`src/rtl/ecc_pkg.sv`:
```
// ecc_pkg: constants and types shared by the ECC flash-side blocks.
//   PAGE_BYTES  - bytes per encoded page (data + spare)
//   state_t     - flash_page_emu replay FSM encoding
package ecc_pkg;

  localparam int unsigned DATA_BYTES  = 512;
  localparam int unsigned SPARE_BYTES = 16;
  localparam int unsigned PAGE_BYTES  = DATA_BYTES + SPARE_BYTES;

  typedef enum logic {
    IDLE = 1'b0,
    READ = 1'b1
  } state_t;

endpackage

```
`src/rtl/flash_page_ram.sv`:
```
// flash_page_ram: simple dual-port synchronous page RAM.
// Ports:
//   clk        - clock
//   we/wa/wd   - write enable, address, data
//   re/ra      - read enable, address
//   rd         - registered read data (updated only when re is high)
// Contents and the read register are not reset.
module flash_page_ram
  import ecc_pkg::*;
#(
  parameter int unsigned DEPTH = PAGE_BYTES,
  parameter int unsigned AW    = 10,
  parameter int unsigned DW    = 8
) (
  input  logic          clk,
  input  logic          we,
  input  logic [AW-1:0] wa,
  input  logic [DW-1:0] wd,
  input  logic          re,
  input  logic [AW-1:0] ra,
  output logic [DW-1:0] rd
);

  logic [DW-1:0] mem [DEPTH];

  always_ff @(posedge clk) begin
    if (we) mem[wa] <= wd;
    if (re) rd <= mem[ra];
  end

endmodule

```
`src/rtl/flash_page_emu.sv`:
```
// flash_page_emu: flash-side responder for the ECC controller byte interface.
// Captures one page streamed by eccCntl and replays it on request, with an
// optional single-byte XOR error injector on the replay path.
// Ports:
//   clk, reset        - clock, asynchronous active-low reset
//   flashDataValid    - qualifies flashDi (one byte captured per cycle)
//   flashDi           - write byte
//   readStart         - pulse: start replay of the stored page
//   pageClear         - pulse: rewind write pointer, clear status (IDLE only)
//   errEnable/errAdrs/errMask - injector controls, sampled at replay start
//   flashDo, flashDoValid     - replay byte and its qualifier
//   pageFull          - PAGE_BYTES bytes captured
//   overflow          - sticky: a valid byte was dropped
//   busy              - replay in progress
module flash_page_emu #(
  parameter int unsigned PAGE_BYTES = ecc_pkg::PAGE_BYTES,
  parameter int unsigned AW         = 10,
  parameter int unsigned DW         = 8
) (
  input  logic          clk,
  input  logic          reset,
  input  logic          flashDataValid,
  input  logic [DW-1:0] flashDi,
  input  logic          readStart,
  input  logic          pageClear,
  input  logic          errEnable,
  input  logic [AW-1:0] errAdrs,
  input  logic [DW-1:0] errMask,
  output logic [DW-1:0] flashDo,
  output logic          flashDoValid,
  output logic          pageFull,
  output logic          overflow,
  output logic          busy
);

  import ecc_pkg::*;

  localparam logic [AW-1:0] END_PTR = AW'(PAGE_BYTES);

  state_t        state, state_nx;
  logic [AW-1:0] wr_ptr, rd_ptr;
  logic          err_en_s;
  logic [AW-1:0] err_adrs_s;
  logic [DW-1:0] err_mask_s;
  logic          out_valid;
  logic          inj_hit;
  logic [DW-1:0] ram_q;
  logic          wr_en, rd_en;

  // pageClear takes priority over a same-cycle capture.
  assign wr_en = (state == IDLE) && flashDataValid && !pageClear && (wr_ptr < END_PTR);
  assign rd_en = (state == READ) && (rd_ptr != END_PTR);

  flash_page_ram #(
    .DEPTH (PAGE_BYTES),
    .AW    (AW),
    .DW    (DW)
  ) u_ram (
    .clk (clk),
    .we  (wr_en),
    .wa  (wr_ptr),
    .wd  (flashDi),
    .re  (rd_en),
    .ra  (rd_ptr),
    .rd  (ram_q)
  );

  always_ff @(posedge clk or negedge reset) begin
    if (!reset) state <= IDLE;
    else        state <= state_nx;
  end

  // READ lasts PAGE_BYTES+1 cycles: one per array read, plus the cycle that
  // retires the last registered byte.
  always_comb begin
    state_nx = state;
    unique case (state)
      IDLE:    if (readStart) state_nx = READ;
      READ:    if (rd_ptr == END_PTR) state_nx = IDLE;
      default: state_nx = IDLE;
    endcase
  end

  always_ff @(posedge clk or negedge reset) begin
    if (!reset) begin
      wr_ptr     <= '0;
      rd_ptr     <= '0;
      overflow   <= 1'b0;
      err_en_s   <= 1'b0;
      err_adrs_s <= '0;
      err_mask_s <= '0;
      out_valid  <= 1'b0;
      inj_hit    <= 1'b0;
    end else begin
      if ((state == IDLE) && pageClear) begin
        wr_ptr   <= '0;
        overflow <= 1'b0;
      end else begin
        if (wr_en) wr_ptr <= wr_ptr + AW'(1);
        // Any valid byte not written (page full, or replay running) is lost.
        if (flashDataValid && !wr_en) overflow <= 1'b1;
      end

      if ((state == IDLE) && readStart) begin
        rd_ptr     <= '0;
        err_en_s   <= errEnable;
        err_adrs_s <= errAdrs;
        err_mask_s <= errMask;
      end else if (rd_en) begin
        rd_ptr <= rd_ptr + AW'(1);
      end

      // Qualifier and injector hit are registered alongside the RAM read so
      // they line up with ram_q.
      out_valid <= rd_en;
      inj_hit   <= rd_en && err_en_s && (rd_ptr == err_adrs_s);
    end
  end

  assign flashDo      = out_valid ? (ram_q ^ (inj_hit ? err_mask_s : '0)) : '0;
  assign flashDoValid = out_valid;
  assign pageFull     = (wr_ptr == END_PTR);
  assign busy         = (state == READ);

endmodule

```
`config.mk`:
```
export PLATFORM = sky130hd
export DESIGN_NAME = flash_page_emu
export DESIGN_NICKNAME = d
export VERILOG_FILES = /design/src/rtl/ecc_pkg.sv /design/src/rtl/flash_page_ram.sv /design/src/rtl/flash_page_emu.sv
export SDC_FILE = /design/constraint.sdc
export NUM_CORES = 2
export LEC_CHECK = 0
export BUFFER_PORTS_ARGS = -buffer_cell sky130_fd_sc_hd__buf_2
export CAP_MARGIN = 20
export CORE_MARGIN = 4
export CORE_UTILIZATION = 50
export DETAILED_ROUTE_END_ITERATION = 7
export PLACE_DENSITY = 0.71
export SLEW_MARGIN = 20
export SYNTH_ARGS = -nofsm -noshare
export SYNTH_HDL_FRONTEND = slang
export SYNTH_MEMORY_MAX_BITS = 65536
export SYNTH_SLANG_ARGS = --single-unit
```
`constraint.sdc`:
```
create_clock -name clk -period 7.5 [get_ports clk]
set_input_delay 0 -clock clk [delete_from_list [all_inputs] [get_ports clk]]
set_output_delay 0 -clock clk [all_outputs]
set_load 0.05 [all_outputs]
```
**Word level (Yosys, flattened, before mapping)**

Memories as Yosys holds them, arrays and structs flattened. A register that Yosys moved wholly into a read port is not among the register bits.
Cells that the tools add are included.

- Bits in registers: 43
- Bits in latches: 0
- Bits in writable memories: 4224
- Bits in read-only memories: 0
- Bits of input ports: 32
- Memories kept: 1

- Add/subtract/negate cells: 2
- $mul: 0
- Divide/modulo/power cells: 0
- Order comparisons: 1
- Eq/ne operators: 4
- Shift operators: 0
- Mux-type cells: 13
- Bitwise gates (word level): 2
- Reductions and logical operators: 14

Memory list:

| memory | depth | bits a word | rd ports | clocked after Yosys merged registers in | write ports | RTL line | text |
|---|---|---|---|---|---|---|---|
| u_ram.mem | 528 | 8 | 1 | 1 | 1 | flash_page_ram.sv:24 | `logic [DW-1:0] mem [DEPTH];` |

Operator list:

| kind | count |
|---|---|
| $mux W10 | 4 |
| $add A10 B1 Y10 const B | 2 |
| $eq A10 B10 Y1 const B | 2 |
| $mux W8 | 2 |
| $eq A10 B10 Y1 | 1 |
| $lt A10 B10 Y1 const B | 1 |
| $ne A10 B10 Y1 const B | 1 |
| $logic_and A1 B1 Y1 | 9 |
| $xor A8 B8 Y8 | 1 |
| $mux W1 | 6 |
| $reduce_bool A2 Y1 | 3 |
| $logic_not A1 Y1 | 2 |
| $pmux W1 S2 | 1 |
| $not A1 Y1 | 1 |

**Depth between registers and ports, before layout**

- Word-level depth: 8
- Gate-level depth with buffers: 16

**Modules after synthesis**

Synthesis repeated with hierarchy kept, for this count alone.

- Cell total of the unflattened synthesis: 8086
- Area, all modules: 166972.6 µm²

Modules (own cells, without submodules):

| module | times used | cells each | area an instance (µm²) | sequential area each (µm²) |
|---|---|---|---|---|
| flash_page_ram | 1 | 7876 | 164774.3 | 127081.9 |
| flash_page_emu | 1 | 210 | 2198.4 | 1076.0 |

**Least setup slack after synthesis**

Ideal clock, no wire load.

- Kind: register -> register
- Start point: reg rd_ptr[1]
- End point: reg rd_ptr[3]
- Arrival: 3.303 ns
- Required time: 7.390 ns
- Slack: 4.087 ns
- Stages on the path, launching flop included: 13
- Buffers on the path: 4
- Clock period less this slack: 3.413 ns
- Path through: dfrtp_1 -> buf_4 -> buf_4 -> inv_2 -> buf_2 -> buf_1 -> ha_1 -> or4bb_1 -> o31ai_4 -> clkinv_1 -> nor2_1 -> o21ai_0 -> o41ai_1

- Word-level cells in the longest chain between the ends: 3
- Elaborated cells on any way between the ends: 6
- Those cells by class: 1 x add/sub; 1 x eq/ne; 2 x mux; 2 x reduce/logical

RTL lines:

| item | RTL line | text |
|---|---|---|
| start, declared | flash_page_emu.sv:41 | `logic [AW-1:0] wr_ptr, rd_ptr;` |
| start signal, assigned | flash_page_emu.sv:110 | `rd_ptr <= rd_ptr + AW'(1);` |
| $ne A10 B10 Y1 | flash_page_emu.sv:52 | `assign rd_en = (state == READ) && (rd_ptr != END_PTR);` |
| $logic_and A1 B1 Y1 | flash_page_emu.sv:52 |  |
| net rd_en | flash_page_emu.sv:48 | `logic wr_en, rd_en;` |
| $reduce_bool A2 Y1 (no line) | - |  |

The timed path passes the listed nets, and every way through them passes these cells. The select of a mux whose other input is x is not followed.
A chain may end at the register's enable or synchronous reset.

**Worst setup path in the final report**

- Start point: reg rd_ptr[3]
- End point: reg u_ram.rd[4], read port of u_ram.mem, data pin

- Word-level cells in the longest chain between the ends: 2

RTL lines:

| item | RTL line | text |
|---|---|---|
| $ne A10 B10 Y1 | flash_page_emu.sv:52 |  |
| $logic_and A1 B1 Y1 | flash_page_emu.sv:52 |  |
| end, declared | flash_page_ram.sv:21 | `output logic [DW-1:0] rd` |

Several ways; a longest one is shown, not always the timed one.

==> impl_metrics.py <==
metrics = {
    "status": {
        "status": "complete, no violations",
    },
    "route": {
        "ant_nets": 0,
        "avgViaCountPerCell": 6.88,
        "wl_per_cell_um": 38.5,
        "drt_first_pass_iters": 6,
        "num_vias": 87808,
        "routed_wl_um": 492000,
        "route.detailed.drc": 0,
        "drt_iter0_drc": 16427,
    },
    "synth": {
        "async_flop_share_pct": 1.01,
        "ys_ff_latch": 4275,
        "synthTopCellsByCount": "edfxtp_1 (4232), mux4_2 (1017), nor2_1 (608), clkbuf_1 (227), mux2i_1 (209)",
        "yosysWarnings": 0,
        "syn_inst": 7750,
        "yosysMostFrequentCell": "edfxtp_1",
        "ys_types": 79,
        "ys.flop_type": "edfxtp_1",
        "yosysTopAreaCell": "edfxtp_1",
        "synth-edff-count": 4232,
        "synth_top_area_share_pct": 76.5,
        "yosys-top-cells-area": "edfxtp_1 (77%), mux4_2 (14%), nor2_1 (1.4%)",
        "avgSynthCellArea_sq_um": 21.4,
        "synth_area_sq_um": 166000,
        "yosysSeqAreaShare_pct": 77.2,
        "syn-num-nets": 7788,
    },
    "sta": {
        "max_freq_mhz": 173,
        "finalHoldViolCount": 0,
        "finalCriticalPeriod_ns": 5.77,
        "setup_tns_ns": 0,
        "fin_skew_ns": 0.0859,
        "slew_violations": 0,
        "max_slew_margin_pct": 10.7,
        "period_share_pct": 77.0,
        "final-setup-viol-count": 0,
        "rsz0062_at_grt": "no",
        "worst_pin_slew_ns": 1.34,
    },
    "worst_setup_path": {
        "worst-r2r-cell-count": 10,
        "cp.arrival_ns": 6.42,
        "cpMaxStageDelayCell": "dfrtp_4",
        "endpoint_kind": "flip-flop",
        "cpPeakStageDelay_ns": 1.16,
        "critPathKind": "flip-flop to flip-flop",
        "cpMostUsedCell": "a211oi_1",
        "r2r-start": "rd_ptr[3]",
        "cp.required_ns": 8.15,
        "rrSetupSlack_ns": 1.73,
        "startpoint_type": "flip-flop",
        "cp_cell_sequence": "buf_12, buf_4, nand3b_1, buf_4, o22ai_1, a211oi_1, a211oi_1, a21oi_1, nor4_1, a211oi_1",
        "r2r-end": "u_ram.rd[4]",
        "crit_fanout": 38,
    },
    "cells_and_area": {
        "fin_nets": 8050,
        "areaGrowthSynthToFinish_pct": 12.0,
        "finalNonFillerCells": 12771,
        "drive_gt1_share_pct": 23.8,
    },
    "clock_network": {
        "post_cts_buffers": 0,
        "cts_sinks": 4275,
        "cts_tree": "built",
        "cts_buffer_depth": 4,
        "clk_pin_slew_ns": 0.06,
        "cts_buffers": 419,
        "root_buffer": "clkbuf_16",
        "clock_latency_ns": 1.01,
        "cts_htree_levels": 5,
    },
    "placed_design": {
        "dp_cells": 11879,
        "hpwl_um": 289000,
        "io_buffers": 43,
        "place.gp.congestion": 0.907,
    },
    "grt": {
        "antenna_found_initial": 42,
        "grt_pass1_wl_um": 681000,
        "grt_use_total_pct": 28.6,
        "grt_pass1_vias": 84475,
        "overflow": 0,
        "grt_max_degree": 212,
    },
    "floorplan": {
        "start_util_pct": 50.3,
        "die_w_um": 584,
        "die_height_um": 584,
        "coreArea_sq_um": 331000,
        "die_area_sq_um": 342000,
        "fp-row-count": 211,
        "boundaryPins": 44,
    },
    "power_and_ir_drop": {
        "seqPwrFrac_pct": 40.4,
        "switchingPower_mw": 21.1,
        "switching_share_pct": 31.8,
        "power_density_nw_per_um2": 357,
        "power.share.combinational_pct": 27.9,
        "clock_power_share_pct": 31.7,
        "power_mw": 66.4,
        "vdd.ir_drop.worst_mv": 0.355,
        "p_leak_nw": 57.2,
        "internal_power_mw": 45.3,
    },
    "hold_path": {
        "worstHoldPathType": "primary input to flip-flop",
        "hold_path.startpoint": "flashDi[5]",
        "holdPathEnd": "u_ram.mem[396][5]",
        "whs_path_depth": 2,
    },
    "run": {
        "maxCapViolations": 0,
    },
}
power groups by stage:
stage                     sequential, mW  combinational [mW]  clock [mW]
after floorplan                     26.9                11.5           0
after global placement              27.4                17.7           0
after detailed placement            27.4                17.8           0
after CTS                           26.9                18.0        21.1
after global routing                26.8                18.8        22.2
final                               26.8                18.5        21.1
critical path, delay by kind of cell (launching register included):
family | cells | cell delay [ns]
simple gates | 2 | 1.43
flops | 1 | 1.16
compound gates | 5 | 1.56
buf+inv | 3 | 1.21
layout by cell type, fill, tap and decap left out, drive strengths merged, types with 78 or more instances in the layout:
cell    synthesis  routed
mux2i         209     209
clkinv          1     192
a21oi          78      78
mux4         1027    1027
edfxtp       4232    4232
nand2         178     178
clkbuf        227     512
a22oi         186     186
buf           259     253
nor2          608     608
metal layers:
| layer | global-route usage (%) | share of wire, % | vias up | routed length, um |
|---|---|---|---|---|
| met3 | 9.72 | 15 | 1405 | 72700 |
| met1 | 38.4 | 34 | 45794 | 168000 |
| met4 | 14.9 | 6.1 | 26 | 30000 |
| met2 | 41.8 | 45 | 7575 | 221000 |
| met5 | 0.0280 | 0.035 | - | 172 |
| li1 | - | - | 33008 | - |
worst max-delay path by stage:
| stage | start | to | slack (ns) | depth (start not counted) |
|---|---|---|---|---|
| after floorplan | rd_ptr[1] | rd_ptr[3] | 4.09 | 12 |
| after global placement | rd_ptr[0] | u_ram.rd[0] | 1.79 | 7 |
| after detailed placement | rd_ptr[0] | u_ram.rd[4] | 2.14 | 9 |
| after CTS | rd_ptr[0] | u_ram.rd[4] | 2.10 | 9 |
| after global routing | rd_ptr[1] | u_ram.rd[2] | 2.21 | 8 |
| final | rd_ptr[3] | u_ram.rd[4] | 1.73 | 10 |
state kept, by name, summed over array words and instances, names as in the netlist:
signal / cells
wr_ptr: 10
flashDoValid: 1
inj_hit: 1
u_ram.rd: 8
err_en_s: 1
err_mask_s: 8
err_adrs_s: 10
overflow: 1
busy: 1
rd_ptr: 10
u_ram.mem: 4224
layout make-up:
type | count | area (sq um)
Clock inverter | 266 | 2850
Tap cell | 4366 | 5460
Multi-Input combinational cell | 2976 | 35400
Clock buffer | 512 | 10900
Inverter | 13 | 58.8
Timing Repair Buffer | 327 | 3120
Antenna cell | 36 | 90.1
Fill cell | 23531 | 144000
Sequential cell | 4275 | 128000
cells by family (layout without fill, tap and decap cells):
kind of cell	after synthesis	count (layout)	share of synthesized area, %
AO/OA/AOI/OAI	622	622	2.66
XOR/XNOR	29	29	0.153
adder cells (fa/ha/maj)	6	6	0.0452
buffers and inverters	499	1118	1.80
flip-flops	4275	4275	77.2
multiplexers	1277	1277	15.5
other	0	36	0
AND/OR/NAND/NOR	1042	1042	2.70
timing repair:
action | CTS | global route
hold buffers | 73 | 0
endpoints found under the hold margin | 1086 | 0
resized for setup | 0 | 0
stage by stage:
| stage | utilization [%] | area, sq um | hold WS (ns) | worst slack (ns) |
|---|---|---|---|---|
| 2_1_floorplan | - | 166000 | -0.296 | 4.09 |
| 3_3_place_gp | 51.8 | 171000 | 0.143 | 1.79 |
| 6_report | 56.3 | 186000 | 0.0708 | 1.73 |
| 3_5_place_dp | 51.8 | 171000 | 0.154 | 2.14 |
| 4_1_cts | 56.2 | 186000 | 0.0791 | 2.10 |
| 5_1_grt | 56.3 | 186000 | 0.0810 | 2.21 |
(Power assumes the default switching activity.)
